File: config.mk
export PLATFORM = sky130hd
export DESIGN_NAME = riscv_inst_encoder
export DESIGN_NICKNAME = d
export VERILOG_FILES = /design/src/rtl/riscv_inst_encoder.sv
export SDC_FILE = /design/constraint.sdc
export NUM_CORES = 1
export LEC_CHECK = 0
export CORE_ASPECT_RATIO = 1.2
export CORE_UTILIZATION = 40
export DETAILED_ROUTE_END_ITERATION = 6
export HOLD_SLACK_MARGIN = 0.05
export PLACE_DENSITY_LB_ADDON = 0.1
export SYNTH_ARGS = -nofsm -noshare
export SYNTH_HDL_FRONTEND = slang
export SYNTH_SLANG_ARGS = --single-unit
File: constraint.sdc
create_clock -name clk -period 4.2 [get_ports clk]
set_input_delay 0.63 -clock clk [delete_from_list [all_inputs] [get_ports clk]]
set_output_delay 0.63 -clock clk [all_outputs]
set_load 0.05 [all_outputs]
File: src/rtl/riscv_inst_encoder.sv
// riscv_inst_encoder: packs decoded RV32I instruction fields into 32-bit
// instruction words. Each immediate is range-checked. Legal words are queued
// in a small FIFO and leave it with sequential word-aligned byte addresses.
// Bundles that cannot be encoded are consumed, never queued, and counted.
//
// in_alu_op encoding: 0 ADD, 1 SUB, 2 SLL, 3 SLT, 4 SLTU, 5 XOR, 6 SRL,
// 7 SRA, 8 OR, 9 AND. Codes 10..15 are unknown and cause a rejection.
module riscv_inst_encoder #(
  parameter int unsigned       DEPTH     = 4,
  parameter int unsigned       ADDR_W    = 32,
  parameter logic [ADDR_W-1:0] BASE_ADDR = '0
) (
  input  logic              clk,
  input  logic              rst,
  input  logic              in_valid,
  output logic              in_ready,
  input  logic [6:0]        in_opcode,
  input  logic [4:0]        in_rd,
  input  logic [4:0]        in_rs1,
  input  logic [4:0]        in_rs2,
  input  logic [2:0]        in_funct3,
  input  logic [3:0]        in_alu_op,
  input  logic [31:0]       in_imm,
  output logic              out_valid,
  input  logic              out_ready,
  output logic [31:0]       out_instr,
  output logic [ADDR_W-1:0] out_addr,
  output logic              err,
  output logic [7:0]        err_count
);

  localparam logic [6:0] OP_R      = 7'b0110011;
  localparam logic [6:0] OP_IMM    = 7'b0010011;
  localparam logic [6:0] OP_LOAD   = 7'b0000011;
  localparam logic [6:0] OP_STORE  = 7'b0100011;
  localparam logic [6:0] OP_BRANCH = 7'b1100011;
  localparam logic [6:0] OP_JAL    = 7'b1101111;
  localparam logic [6:0] OP_JALR   = 7'b1100111;
  localparam logic [6:0] OP_LUI    = 7'b0110111;
  localparam logic [6:0] OP_AUIPC  = 7'b0010111;
  localparam logic [6:0] OP_SYSTEM = 7'b1110011;
  localparam logic [6:0] OP_FENCE  = 7'b0001111;

  localparam logic [3:0] ALU_ADD  = 4'd0;
  localparam logic [3:0] ALU_SUB  = 4'd1;
  localparam logic [3:0] ALU_SLL  = 4'd2;
  localparam logic [3:0] ALU_SLT  = 4'd3;
  localparam logic [3:0] ALU_SLTU = 4'd4;
  localparam logic [3:0] ALU_XOR  = 4'd5;
  localparam logic [3:0] ALU_SRL  = 4'd6;
  localparam logic [3:0] ALU_SRA  = 4'd7;
  localparam logic [3:0] ALU_OR   = 4'd8;
  localparam logic [3:0] ALU_AND  = 4'd9;

  localparam int unsigned PTR_W = $clog2(DEPTH);
  localparam int unsigned CNT_W = PTR_W + 1;

  logic [2:0]  alu_f3;
  logic [6:0]  alu_f7;
  logic        alu_known;
  logic        alu_shift;
  logic        fits12;
  logic        fits13;
  logic        fits21;
  logic [31:0] enc_word;
  logic        enc_legal;

  logic [31:0]      mem [DEPTH];
  logic [CNT_W-1:0] wr_ptr;
  logic [CNT_W-1:0] rd_ptr;
  logic             fifo_empty;
  logic             fifo_full;
  logic             accept;
  logic             push;
  logic             pop;

  // Sign-extension checks: the bits above the field must all copy its top bit
  assign fits12 = (in_imm[31:11] == {21{in_imm[11]}});
  assign fits13 = (in_imm[31:12] == {20{in_imm[12]}});
  assign fits21 = (in_imm[31:20] == {12{in_imm[20]}});

  // Translate the ALU operation into its funct3/funct7 pair
  always_comb begin
    alu_f3    = 3'b000;
    alu_f7    = 7'b0000000;
    alu_known = 1'b1;
    alu_shift = 1'b0;
    case (in_alu_op)
      ALU_ADD:  alu_f3 = 3'b000;
      ALU_SUB:  begin alu_f3 = 3'b000; alu_f7 = 7'b0100000; end
      ALU_SLL:  begin alu_f3 = 3'b001; alu_shift = 1'b1; end
      ALU_SLT:  alu_f3 = 3'b010;
      ALU_SLTU: alu_f3 = 3'b011;
      ALU_XOR:  alu_f3 = 3'b100;
      ALU_SRL:  begin alu_f3 = 3'b101; alu_shift = 1'b1; end
      ALU_SRA:  begin alu_f3 = 3'b101; alu_f7 = 7'b0100000; alu_shift = 1'b1; end
      ALU_OR:   alu_f3 = 3'b110;
      ALU_AND:  alu_f3 = 3'b111;
      default:  alu_known = 1'b0;
    endcase
  end

  // Pack the fields for the selected format and decide whether they are encodable
  always_comb begin
    enc_word  = 32'h0;
    enc_legal = 1'b0;
    case (in_opcode)
      OP_R: begin
        enc_word  = {alu_f7, in_rs2, in_rs1, alu_f3, in_rd, in_opcode};
        enc_legal = alu_known;
      end
      OP_IMM: begin
        enc_word = {in_imm[11:0], in_rs1, alu_f3, in_rd, in_opcode};
        if (alu_shift) begin
          enc_legal = (in_imm[31:5] == {20'b0, alu_f7});
        end else begin
          enc_legal = alu_known && (in_alu_op != ALU_SUB) && fits12;
        end
      end
      OP_LOAD, OP_JALR, OP_SYSTEM, OP_FENCE: begin
        enc_word  = {in_imm[11:0], in_rs1, in_funct3, in_rd, in_opcode};
        enc_legal = fits12;
      end
      OP_STORE: begin
        enc_word  = {in_imm[11:5], in_rs2, in_rs1, in_funct3, in_imm[4:0], in_opcode};
        enc_legal = fits12;
      end
      OP_BRANCH: begin
        enc_word  = {in_imm[12], in_imm[10:5], in_rs2, in_rs1, in_funct3,
                     in_imm[4:1], in_imm[11], in_opcode};
        enc_legal = fits13 && !in_imm[0];
      end
      OP_JAL: begin
        enc_word  = {in_imm[20], in_imm[10:1], in_imm[11], in_imm[19:12], in_rd, in_opcode};
        enc_legal = fits21 && !in_imm[0];
      end
      OP_LUI, OP_AUIPC: begin
        enc_word  = {in_imm[31:12], in_rd, in_opcode};
        enc_legal = (in_imm[11:0] == 12'h000);
      end
      default: begin
        enc_word  = 32'h0;
        enc_legal = 1'b0;
      end
    endcase
  end

  assign fifo_empty = (wr_ptr == rd_ptr);
  assign fifo_full  = (wr_ptr[PTR_W] != rd_ptr[PTR_W]) &&
                      (wr_ptr[PTR_W-1:0] == rd_ptr[PTR_W-1:0]);
  assign in_ready   = !fifo_full;
  assign out_valid  = !fifo_empty;
  assign out_instr  = fifo_empty ? 32'h0 : mem[rd_ptr[PTR_W-1:0]];
  assign accept     = in_valid && in_ready;
  assign push       = accept && enc_legal;
  assign pop        = out_valid && out_ready;

  // FIFO storage needs no reset; the pointers decide what is visible
  always_ff @(posedge clk) begin
    if (push) begin
      mem[wr_ptr[PTR_W-1:0]] <= enc_word;
    end
  end

  // FIFO pointers, output address counter and rejection reporting
  always_ff @(posedge clk) begin
    if (rst) begin
      wr_ptr    <= '0;
      rd_ptr    <= '0;
      out_addr  <= BASE_ADDR;
      err       <= 1'b0;
      err_count <= 8'h00;
    end else begin
      if (push) begin
        wr_ptr <= wr_ptr + CNT_W'(1);
      end
      if (pop) begin
        rd_ptr   <= rd_ptr + CNT_W'(1);
        out_addr <= out_addr + ADDR_W'(4);
      end
      err <= accept && !enc_legal;
      if (accept && !enc_legal && (err_count != 8'hFF)) begin
        err_count <= err_count + 8'd1;
      end
    end
  end

endmodule
==> results.sh <==
export IMPL_ant_nets=0
export IMPL_slew_violations=0
export IMPL_antenna_cells=0
export IMPL_tightest_slew_ns=0.9309
export IMPL_numPortBuffers=137
export IMPL_rows=57
export IMPL_cp_end_kind="output port"
export IMPL_worstSkewPairLatency_ns=0.43
export IMPL_fillCellCount=1772
export IMPL_clk_path_buf_depth=2
export IMPL_p_leak_uw=0.003497
export IMPL_synth_distinct_cells=67
export IMPL_dpl_instance_area_mm2=0.009874
export IMPL_synth_edf_count=128
export IMPL_fp_dieW_um=132.7
export IMPL_cts_num_sinks=175
export IMPL_design_core_area_mm2=0.02018
export IMPL_worst_path_buf_inv=2
export IMPL_hold_buffers=0
export IMPL_drt_iter0_drc=353
export IMPL_multi_input_comb_area_mm2=0.003193
export IMPL_start_kind="flop"
export IMPL_syn_cell_area_mm2=0.008199
export IMPL_period_needed_ns=3.420
export IMPL_path_cells="buf_12 > mux4_2 > and2_1 > clkdlybuf4s50_1"
export IMPL_place_hpwl_um=13670
export IMPL_final_net_count=841
export IMPL_worst_ir_drop_vdd_uv=254.0
export IMPL_num_io_pins=140
export IMPL_grt_pass1_wl_um=31480
export IMPL_synth_seq_area_share_pct=58.35
export IMPL_post_route_cell_area_mm2=0.01053
export IMPL_power_density_mw_per_mm2=357.8
export IMPL_cts_max_level=4
export IMPL_cpPeakStageDelay_ns=0.69
export IMPL_drive_above_1_share_pct=13.57
export IMPL_clkSlewWorstSetupHoldPaths_ns=0.06
export IMPL_fmax_mhz=292.4
export IMPL_synth_seq_cells=175
export IMPL_layout_commonest_cell="clkdlybuf4s50_1"
export IMPL_cts_tree="built"
export IMPL_final_seq_area_mm2=0.004786
export IMPL_critPathRequiredTime_ns=3.57
export IMPL_die_h_um=158.8
export IMPL_dieArea_mm2=0.02108
export IMPL_finClkSkew_ns=0.01297
export IMPL_rsz0062_at_grt="false"
export IMPL_crit_type="reg -> out"
export IMPL_post_drt_wl_per_cell_um=18.92
export IMPL_setup_violations=0
export IMPL_crit_family="buffers and inverters"
export IMPL_dr_pass1_iters=6
export IMPL_area_growth_pct=28.40
export IMPL_gp_congestion=0.8110
export IMPL_finalSetupTns_ns=0
export IMPL_hold_path_class="reg -> reg"
export IMPL_cts_buffers=17
export IMPL_antenna_found_initial=1
export IMPL_cp_slowest_cell="clkdlybuf4s50_1"
export IMPL_routed_via_count=5687
export IMPL_wirelength_um=19790
export IMPL_worstPathArrival_ns=2.79
export IMPL_routed_via_density=5.437
export IMPL_synthArstFlopShare_pct=0
export IMPL_synthCells=631
export IMPL_grt_pass1_vias=5754
export IMPL_grt_max_degree=52
export IMPL_cap_violations=0
export IMPL_route_detailed_drc=0
export IMPL_fin_crit_sh_pct=81.43
export IMPL_grt_usage_pct=19.75
export IMPL_grt_overflow_total=0
export IMPL_cts_root_buf="clkbuf_16"
export IMPL_postSynthAreaPerCell_um2=12.99
export IMPL_post_cts_resized=0
export IMPL_finalHoldViolCount=0
export IMPL_initial_core_util_pct=40.62
export IMPL_synth_warnings=0
export IMPL_synth_ff_type="edfxtp_1"
export IMPL_layout_common_cells="clkdlybuf4s50_1 (136), edfxtp_1 (128), nor2_1 (56)"
export IMPL_relSlewSlack_pct=37.94
export IMPL_cts_setup_buffers=0
export IMPL_status="finished clean"
export IMPL_cp_max_fo=19
-- area by class of cell --
type / instances / share of cell area, %
flip-flops and latches: 175 / 45.46
multi-input cells: 413 / 30.33
repair buffers: 149 / 14.43
clock buffers: 17 / 4.041
well taps: 265 / 3.150
clock inverters: 15 / 2.163
inverters: 12 / 0.4279
-- flip-flops by register name, indices dropped and copies added, names as in the netlist, named ones only --
name       cells
wr_ptr         3
rd_ptr         3
out_addr      30
err_count      8
err            1
mem          128
-- cells by family after synthesis --
group	after synthesis	share of synthesized area [%]
buffers and inverters	44	2.747
muxes	42	10.32
DFF	175	58.35
adders and majority gates	8	1.221
xor gates and xnor gates	31	3.403
other	1	0.04574
AOI/OAI and AO/OA	84	7.111
and+or+nand+nor	246	16.80
-- cells in the mapped netlist, drive strengths merged (13+ instances only) --
master / n / share of area, %
edfxtp: 128 / 47
nor2: 56 / 2.6
dfxtp: 47 / 11
and2: 40 / 3.1
mux4: 32 / 8.8
nand2: 32 / 1.5
a21oi: 21 / 1.3
nand3: 21 / 1.3
o21ai: 20 / 1.2
xor2: 20 / 2.1
buf: 16 / 1.5
clkbuf: 16 / 0.73
nor4: 15 / 1.6
a22o: 14 / 1.5
nand4: 14 / 1.1
nor3: 13 / 0.79
-- power by group --
group	internal, µW	switching, µW
registers	1840	3.63
logic	86.7	104
clock network	1060	666
-- final timing paths --
check                           depth (start not counted)      endpoint  slack (ns)         from
worst min-delay path                                    2   out_addr[9]        0.51  out_addr[9]
worst max-delay path                                    4  out_instr[2]        0.78         flop
worst max register to register                          8  out_addr[31]        1.95    wr_ptr[0]
worst min register to register                          2   out_addr[9]        0.51  out_addr[9]
-- layer usage --
| layer | vias to the layer above | routed length [µm] | share of wire, % | track usage, % |
|---|---|---|---|---|
| met5 | - | 10 | 0.051 | 0 |
| met4 | 2 | 215 | 1.1 | 6.426 |
| met3 | 18 | 991 | 5.0 | 4.438 |
| met2 | 172 | 9981 | 50 | 33.88 |
| met1 | 2821 | 8593 | 43 | 24.54 |
| li1 | 2674 | - | - | - |
-- metrics by stage --
stage	util, %	total power [µW]	cells	setup slack [ns]	hold slack (ns)
floorplan	-	1970	632	1.043	0.4996
detailed placement	48.92	2071	1014	0.4064	0.5007
global placement	48.92	2069	1014	0.5060	0.4880
finish	52.16	3767	1046	0.7798	0.5118
CTS	52.16	3800	1046	0.6885	0.5124
global route	52.16	3887	1046	0.5922	0.5462
-- worst register-to-register path: cells and delay by family (launching register included) --
kind | cells | cell delay (ns)
DFF | 1 | 0.43
buffers and inverters | 1 | 0.22
and+or+nand+nor | 4 | 0.97
AOI/OAI and AO/OA | 1 | 0.18
xor gates and xnor gates | 2 | 0.31
No activity file was read; power rests on OpenSTA's default activity.
